$ cat src/rtl/mux_nto1_scan_if.sv
// Bus bundle for the N:1 scanning mux: channel data and controls in, selection out.
// Latency: none (wires only).
// Backpressure: none; the consumer takes every output cycle.
interface mux_nto1_scan_if #(
  parameter int WIDTH    = 1,
  parameter int CHANNELS = 8,
  parameter int SEL_W    = $clog2(CHANNELS)
);
  logic [CHANNELS*WIDTH-1:0] A;
  logic [SEL_W-1:0]          S;
  logic                      EN;
  logic                      MODE;
  logic [WIDTH-1:0]          Y;
  logic                      VALID;
  logic [SEL_W-1:0]          CH;
  logic                      WRAP;
  logic                      ERR;

  // Source/consumer side: drives channels and controls, observes the selection.
  modport master (output A, S, EN, MODE, input Y, VALID, CH, WRAP, ERR);
  // Mux side.
  modport slave  (input A, S, EN, MODE, output Y, VALID, CH, WRAP, ERR);
endinterface

$ cat src/rtl/mux_nto1_scan.sv
// Registered N:1 mux with manual select or auto-scan (each channel held DWELL cycles).
// Latency: 1 cycle from input sample to Y/VALID/CH/WRAP/ERR.
// Backpressure: none; a new selection is presented every enabled cycle.
module mux_nto1_scan #(
  parameter int WIDTH    = 1,
  parameter int CHANNELS = 8,
  parameter int DWELL    = 1,
  parameter int SEL_W    = $clog2(CHANNELS)
) (
  input  logic            clk,
  input  logic            rst,
  mux_nto1_scan_if.slave  bus
);

  localparam int DCNT_W = (DWELL > 1) ? $clog2(DWELL) : 1;

  typedef enum logic [1:0] {IDLE, MANUAL, SCAN} state_t;

  state_t              state_q, state_d;
  logic [SEL_W-1:0]    ptr_q;
  logic [DCNT_W-1:0]   dcnt_q;
  logic [DCNT_W-1:0]   dcnt_cur;
  logic [WIDTH-1:0]    y_q;
  logic                vld_q;
  logic [SEL_W-1:0]    ch_q;
  logic                wrap_q;
  logic                err_q;

  logic [WIDTH-1:0]    man_dat;
  logic [WIDTH-1:0]    scan_dat;
  logic                s_ok;
  logic                dwell_last;
  logic                ptr_last;

  // Next state, channel decode for both selectors, and dwell bookkeeping.
  always_comb begin
    state_d  = IDLE;
    man_dat  = '0;
    scan_dat = '0;
    s_ok     = 1'b0;
    if (bus.EN) state_d = bus.MODE ? SCAN : MANUAL;
    // Explicit compare loop keeps an out-of-range S from slicing past A.
    for (int k = 0; k < CHANNELS; k++) begin
      if (bus.S == SEL_W'(k)) begin
        man_dat = bus.A[k*WIDTH +: WIDTH];
        s_ok    = 1'b1;
      end
      if (ptr_q == SEL_W'(k)) scan_dat = bus.A[k*WIDTH +: WIDTH];
    end
    // A fresh entry into SCAN gives the current channel a full dwell.
    dcnt_cur   = (state_q == SCAN) ? dcnt_q : '0;
    dwell_last = (dcnt_cur == DCNT_W'(DWELL - 1));
    ptr_last   = (ptr_q == SEL_W'(CHANNELS - 1));
  end

  // FSM with registered outputs; ptr/dcnt only move while scanning.
  always_ff @(posedge clk or posedge rst) begin
    if (rst) begin
      state_q <= IDLE;
      ptr_q   <= '0;
      dcnt_q  <= '0;
      y_q     <= '0;
      vld_q   <= 1'b0;
      ch_q    <= '0;
      wrap_q  <= 1'b0;
      err_q   <= 1'b0;
    end else begin
      state_q <= state_d;
      case (state_d)
        MANUAL: begin
          ch_q   <= bus.S;
          wrap_q <= 1'b0;
          y_q    <= s_ok ? man_dat : '0;
          vld_q  <= s_ok;
          err_q  <= !s_ok;
        end
        SCAN: begin
          y_q    <= scan_dat;
          ch_q   <= ptr_q;
          vld_q  <= 1'b1;
          err_q  <= 1'b0;
          wrap_q <= dwell_last && ptr_last;
          if (dwell_last) begin
            dcnt_q <= '0;
            ptr_q  <= ptr_last ? '0 : ptr_q + SEL_W'(1);
          end else begin
            dcnt_q <= dcnt_cur + DCNT_W'(1);
          end
        end
        default: begin
          vld_q  <= 1'b0;
          wrap_q <= 1'b0;
          err_q  <= 1'b0;
        end
      endcase
    end
  end

  assign bus.Y     = y_q;
  assign bus.VALID = vld_q;
  assign bus.CH    = ch_q;
  assign bus.WRAP  = wrap_q;
  assign bus.ERR   = err_q;

endmodule

$ cat src/flat_wrapper.sv
// flat-port wrapper written by rule: the top's interface ports become plain ports
module mux_nto1_scan_flat 
#(
  parameter int WIDTH    = 1,
  parameter int CHANNELS = 8,
  parameter int DWELL    = 1,
  parameter int SEL_W    = $clog2(CHANNELS)
)
  (clk, rst, bus_A, bus_S, bus_EN, bus_MODE, bus_Y, bus_VALID, bus_CH, bus_WRAP, bus_ERR);
  mux_nto1_scan_if #(.WIDTH(WIDTH), .CHANNELS(CHANNELS), .SEL_W(SEL_W)) bus_i ();
  input  logic clk;
  input  logic rst;
  input wire logic [$bits(bus_i.A)-1:0] bus_A;
  input wire logic [$bits(bus_i.S)-1:0] bus_S;
  input wire logic [$bits(bus_i.EN)-1:0] bus_EN;
  input wire logic [$bits(bus_i.MODE)-1:0] bus_MODE;
  output wire logic [$bits(bus_i.Y)-1:0] bus_Y;
  output wire logic [$bits(bus_i.VALID)-1:0] bus_VALID;
  output wire logic [$bits(bus_i.CH)-1:0] bus_CH;
  output wire logic [$bits(bus_i.WRAP)-1:0] bus_WRAP;
  output wire logic [$bits(bus_i.ERR)-1:0] bus_ERR;
  assign bus_i.A = bus_A;
  assign bus_i.S = bus_S;
  assign bus_i.EN = bus_EN;
  assign bus_i.MODE = bus_MODE;
  assign bus_Y = bus_i.Y;
  assign bus_VALID = bus_i.VALID;
  assign bus_CH = bus_i.CH;
  assign bus_WRAP = bus_i.WRAP;
  assign bus_ERR = bus_i.ERR;
  mux_nto1_scan #(.WIDTH(WIDTH), .CHANNELS(CHANNELS), .DWELL(DWELL), .SEL_W(SEL_W)) u_core (.clk(clk), .rst(rst), .bus(bus_i));
endmodule
$ cat config.mk
export PLATFORM = sky130hd
export DESIGN_NAME = mux_nto1_scan_flat
export DESIGN_NICKNAME = d
export VERILOG_FILES = /design/src/rtl/mux_nto1_scan_if.sv /design/src/rtl/mux_nto1_scan.sv /design/src/flat_wrapper.sv
export SDC_FILE = /design/constraint.sdc
export NUM_CORES = 1
export LEC_CHECK = 0
export CAP_MARGIN = 20
export CORE_AREA = 2 2 46 48
export CTS_BUF_LIST = sky130_fd_sc_hd__clkbuf_2 sky130_fd_sc_hd__clkbuf_4 sky130_fd_sc_hd__clkbuf_8
export DETAILED_ROUTE_END_ITERATION = 12
export DIE_AREA = 0 0 48 50
export GPL_ROUTABILITY_DRIVEN = 0
export SYNTH_ARGS = -nofsm -noshare
export SYNTH_HDL_FRONTEND = slang
export SYNTH_SLANG_ARGS = --single-unit
$ cat constraint.sdc
create_clock -name clk -period 2.7 [get_ports clk]
set_clock_uncertainty 0.1 [all_clocks]
set_input_delay 0.54 -clock clk [delete_from_list [all_inputs] [get_ports clk]]
set_output_delay 0.54 -clock clk [all_outputs]
set_load 0.01 [all_outputs]
==> results.txt <==
----------------------------------------------------
[Setup path]
  Worst path cell trace ... clkdlybuf4s50_1 -> mux4_2 -> nand2b_1 -> nand4_1 -> o221ai_2
  Worst-path maximum fanout ... 4
  Largest stage delay, worst path ... 0.57 ns
  Worst EP required ... 2.75 ns
  Element type at the critical path start ... input port
  Worst-case reg-to-reg path depth ... 6
  Worst R2R Start ... u_core.ptr_q[0]
  Crit path max-delay cell type ... sky130_fd_sc_hd__clkdlybuf4s50_1
  Worst setup path startpoint ... bus_S[0]
  Critical path capture point type ... register
  Critical Setup Path Class ... input port to register
  Arrival time reported for the critical path endpoint ... 1.96 ns
  Capture point of the worst reg-to-reg path ... u_core.bus.Y
  Endpoint of the worst setup timing path ... u_core.bus.Y
  Worst-case register-to-register setup slack ... 0.96 ns

[Synth]
  Fraction of registers with async set/reset ... 100.0%
  Post-synthesis register bit count ... 10
  Warning count from the yosys run ... 0
  Synth Instances ... 69
  Dominant synthesized flop cell ... sky130_fd_sc_hd__dfrtp_1
  Netlist cell types ... 25
  Register area share after synthesis ... 38.91%
  EDFF count, synth ... 0
  Syn_area_per_cell ... 9.321 sq um
  Cell area after technology mapping ... 643.1 sq um
  Post-synthesis net count ... 90

[Job]
  # Max-Cap Violations ... 0

[CTS]
  Number of clock sinks ... 10
  Clk_lat worst skew ... 0.27 ns
  Deepest level of the CTS H-tree ... 1
  Post-CTS setup buffer count ... 0
  Cell at the root of the clock tree ... sky130_fd_sc_hd__clkbuf_4
  Clock slew at the register clock pins of the worst setup and hold paths ... 0.07 ns
  Longest Clk Path Bufs ... 2
  Post-cts sizing count ... 0
  Clock tree from TritonCTS ... yes
  Cts-stage hold buffer count ... 0
  Number of buffers created by CTS ... 3

[STA]
  Count of final hold-check violations ... 0
  Time the final worst path needs with I/O delays and setup ... 1.911 ns
  Period utilisation layout ... 70.78%
  Final critical-path setup slack ... 0.7888 ns
  Max Clock Freq ... 0.5232 GHz
  Unrepaired setup endpoints after global routing ... false
  Setup TNS after final layout ... 0 ns
  Final setup vio count ... 0
  Fin. max-slew vios ... 0

[Routing]
  Average wire per cell in the routed design ... 11.74 microns
  Residual DRC ... 0
  Avg Vias per Cell ... 4.723
  Post-route antenna net violation count ... 0
  Initial DRC count ... 3
  First-pass detailed-route iteration total ... 4
  Post-Route WL ... 1.397 mm
  DR vias ... 562

[Die]
  Overall die height ... 50 microns
  Number of rows in the core area ... 16
  I/O Pins ... 22
  Die width ... 48 microns
  Starting utilization of the core area ... 33.82%
  Die Area ... 2400 sq um
  Core area ... 1902 sq um

[Power and ir drop]
  Static leakage ... 0.4196 nW
  Power density over the cells ... 665.7 nW/um^2
  Power Total ... 0.6106 mW
  Worst supply voltage drop on vdd ... 0.0003627 V

[Cells and area]
  Nets ... 114
  Most frequent cells in the layout ... 21 x sky130_fd_sc_hd__clkdlybuf4s50_1, 10 x sky130_fd_sc_hd__dfrtp_1, 8 x sky130_fd_sc_hd__a21oi_1
  Area growth from synthesis to layout ... 42.61%
  Fraction of layout cells with a size suffix above 1 ... 7.609%
  Commonest non-fill, non-tap cell in the layout ... sky130_fd_sc_hd__clkdlybuf4s50_1
  Post-route cell area ... 917.1 sq um
  Antenna Diode Count ... 0
  Final core area utilization ... 48.22%

[Global route]
  Via count of the first global-routing pass ... 506
  Number of antenna violations at the first check in global routing ... 0
  GRT Total Usage ... 13.71%
  Pin count of the biggest net entering global routing ... 11
  Wire length of the first global-routing pass ... 2.290 mm
  GRT overflow ... 0

[Placed design]
  Worst setup slack after placement ... 0.5087 ns
  Sum of net half-perimeters after detailed placement ... 1.118 mm
  Placement-stage cell area ... 880.8 sq um
  Count of buffers from port buffering ... 21

[Run status]
  Outcome ... finished clean

[Hold path]
  Hold path depth ... 2
  Hold Crit Class ... register to register

----------------------------------------------------
-- report_power, final --
part | internal, mW | leakage [nW] | switching (mW)
clock | 0.0819 | 0.0210 | 0.0541
sequential | 0.185 | 0.121 | 0.0392
combinational | 0.132 | 0.277 | 0.118
total | 0.399 | 0.420 | 0.212
-- registers in the layout, summed over array words and instances, names as in the netlist --
signal            count
u_core.bus.CH         3
u_core.ptr_q          3
u_core.bus.ERR        1
u_core.bus.VALID      1
u_core.bus.WRAP       1
u_core.bus.Y          1
-- metal layers --
layer | global-route usage [%] | up-vias | part of all wire, %
li1 | - | 284 | -
met5 | 0 | - | 0
met1 | 17.42 | 263 | 45
met4 | 2.703 | 0 | 0.57
met3 | 5.861 | 2 | 5.7
met2 | 21.33 | 13 | 48
-- synth_stat cells (2+ instances only) --
| library cell | count | share of area, % |
|---|---|---|
| sky130_fd_sc_hd__mux2i_1 | 5 | 7.8 |
| sky130_fd_sc_hd__ha_1 | 6 | 12 |
| sky130_fd_sc_hd__buf_2 | 2 | 1.6 |
| sky130_fd_sc_hd__dfrtp_1 | 10 | 39 |
| sky130_fd_sc_hd__o21ai_0 | 3 | 2.3 |
| sky130_fd_sc_hd__inv_1 | 7 | 4.1 |
| sky130_fd_sc_hd__nor2_1 | 5 | 2.9 |
| sky130_fd_sc_hd__nand2_1 | 5 | 2.9 |
| sky130_fd_sc_hd__a21oi_1 | 8 | 6.2 |
| sky130_fd_sc_hd__a211oi_1 | 2 | 2.3 |
| sky130_fd_sc_hd__nand2b_1 | 2 | 1.9 |
-- area by class of cell --
class	instances	area (sq um)
tap	27	33.78
fill	194	984.7
inverter	7	26.28
timing repair buffer	22	217.7
clock buffer	4	36.28
sequential	10	250.2
multi-input combinational	49	352.8
-- how the worst min path moves through the flow --
stage,from,end
detailed placement,u_core.bus.CH[2],u_core.bus.CH[2]
global placement,u_core.bus.CH[2],u_core.bus.CH[2]
global route,u_core.bus.CH[2],u_core.bus.CH[2]
floorplan,rst,u_core.bus.CH[0]
finish,u_core.bus.CH[1],u_core.bus.CH[1]
CTS,u_core.bus.CH[1],u_core.bus.CH[1]
-- critical path, delay by kind of cell --
family / cells / cell delay [ns]
AND/OR/NAND/NOR: 2 / 0.25
buffers and inverters: 1 / 0.57
AO/OA/AOI/OAI: 1 / 0.08
multiplexers: 1 / 0.51
-- logic make-up after synthesis --
logic type	Yosys count	share of synthesized area, %
AND/OR/NAND/NOR	19	14.40
other	1	0.5831
flip-flops	10	38.91
buffers and inverters	10	6.226
adder cells (fa/ha/maj)	6	11.67
multiplexers	6	11.28
AO/OA/AOI/OAI	17	16.93
-- metrics by stage --
stage	instances	hold slack, ns
2_1_floorplan	69	0.2802
3_3_place_gp	115	0.4081
3_5_place_dp	115	0.4179
4_1_cts	119	0.4398
5_1_grt	119	0.4670
6_report	119	0.4338
(Power assumes the default switching activity.)
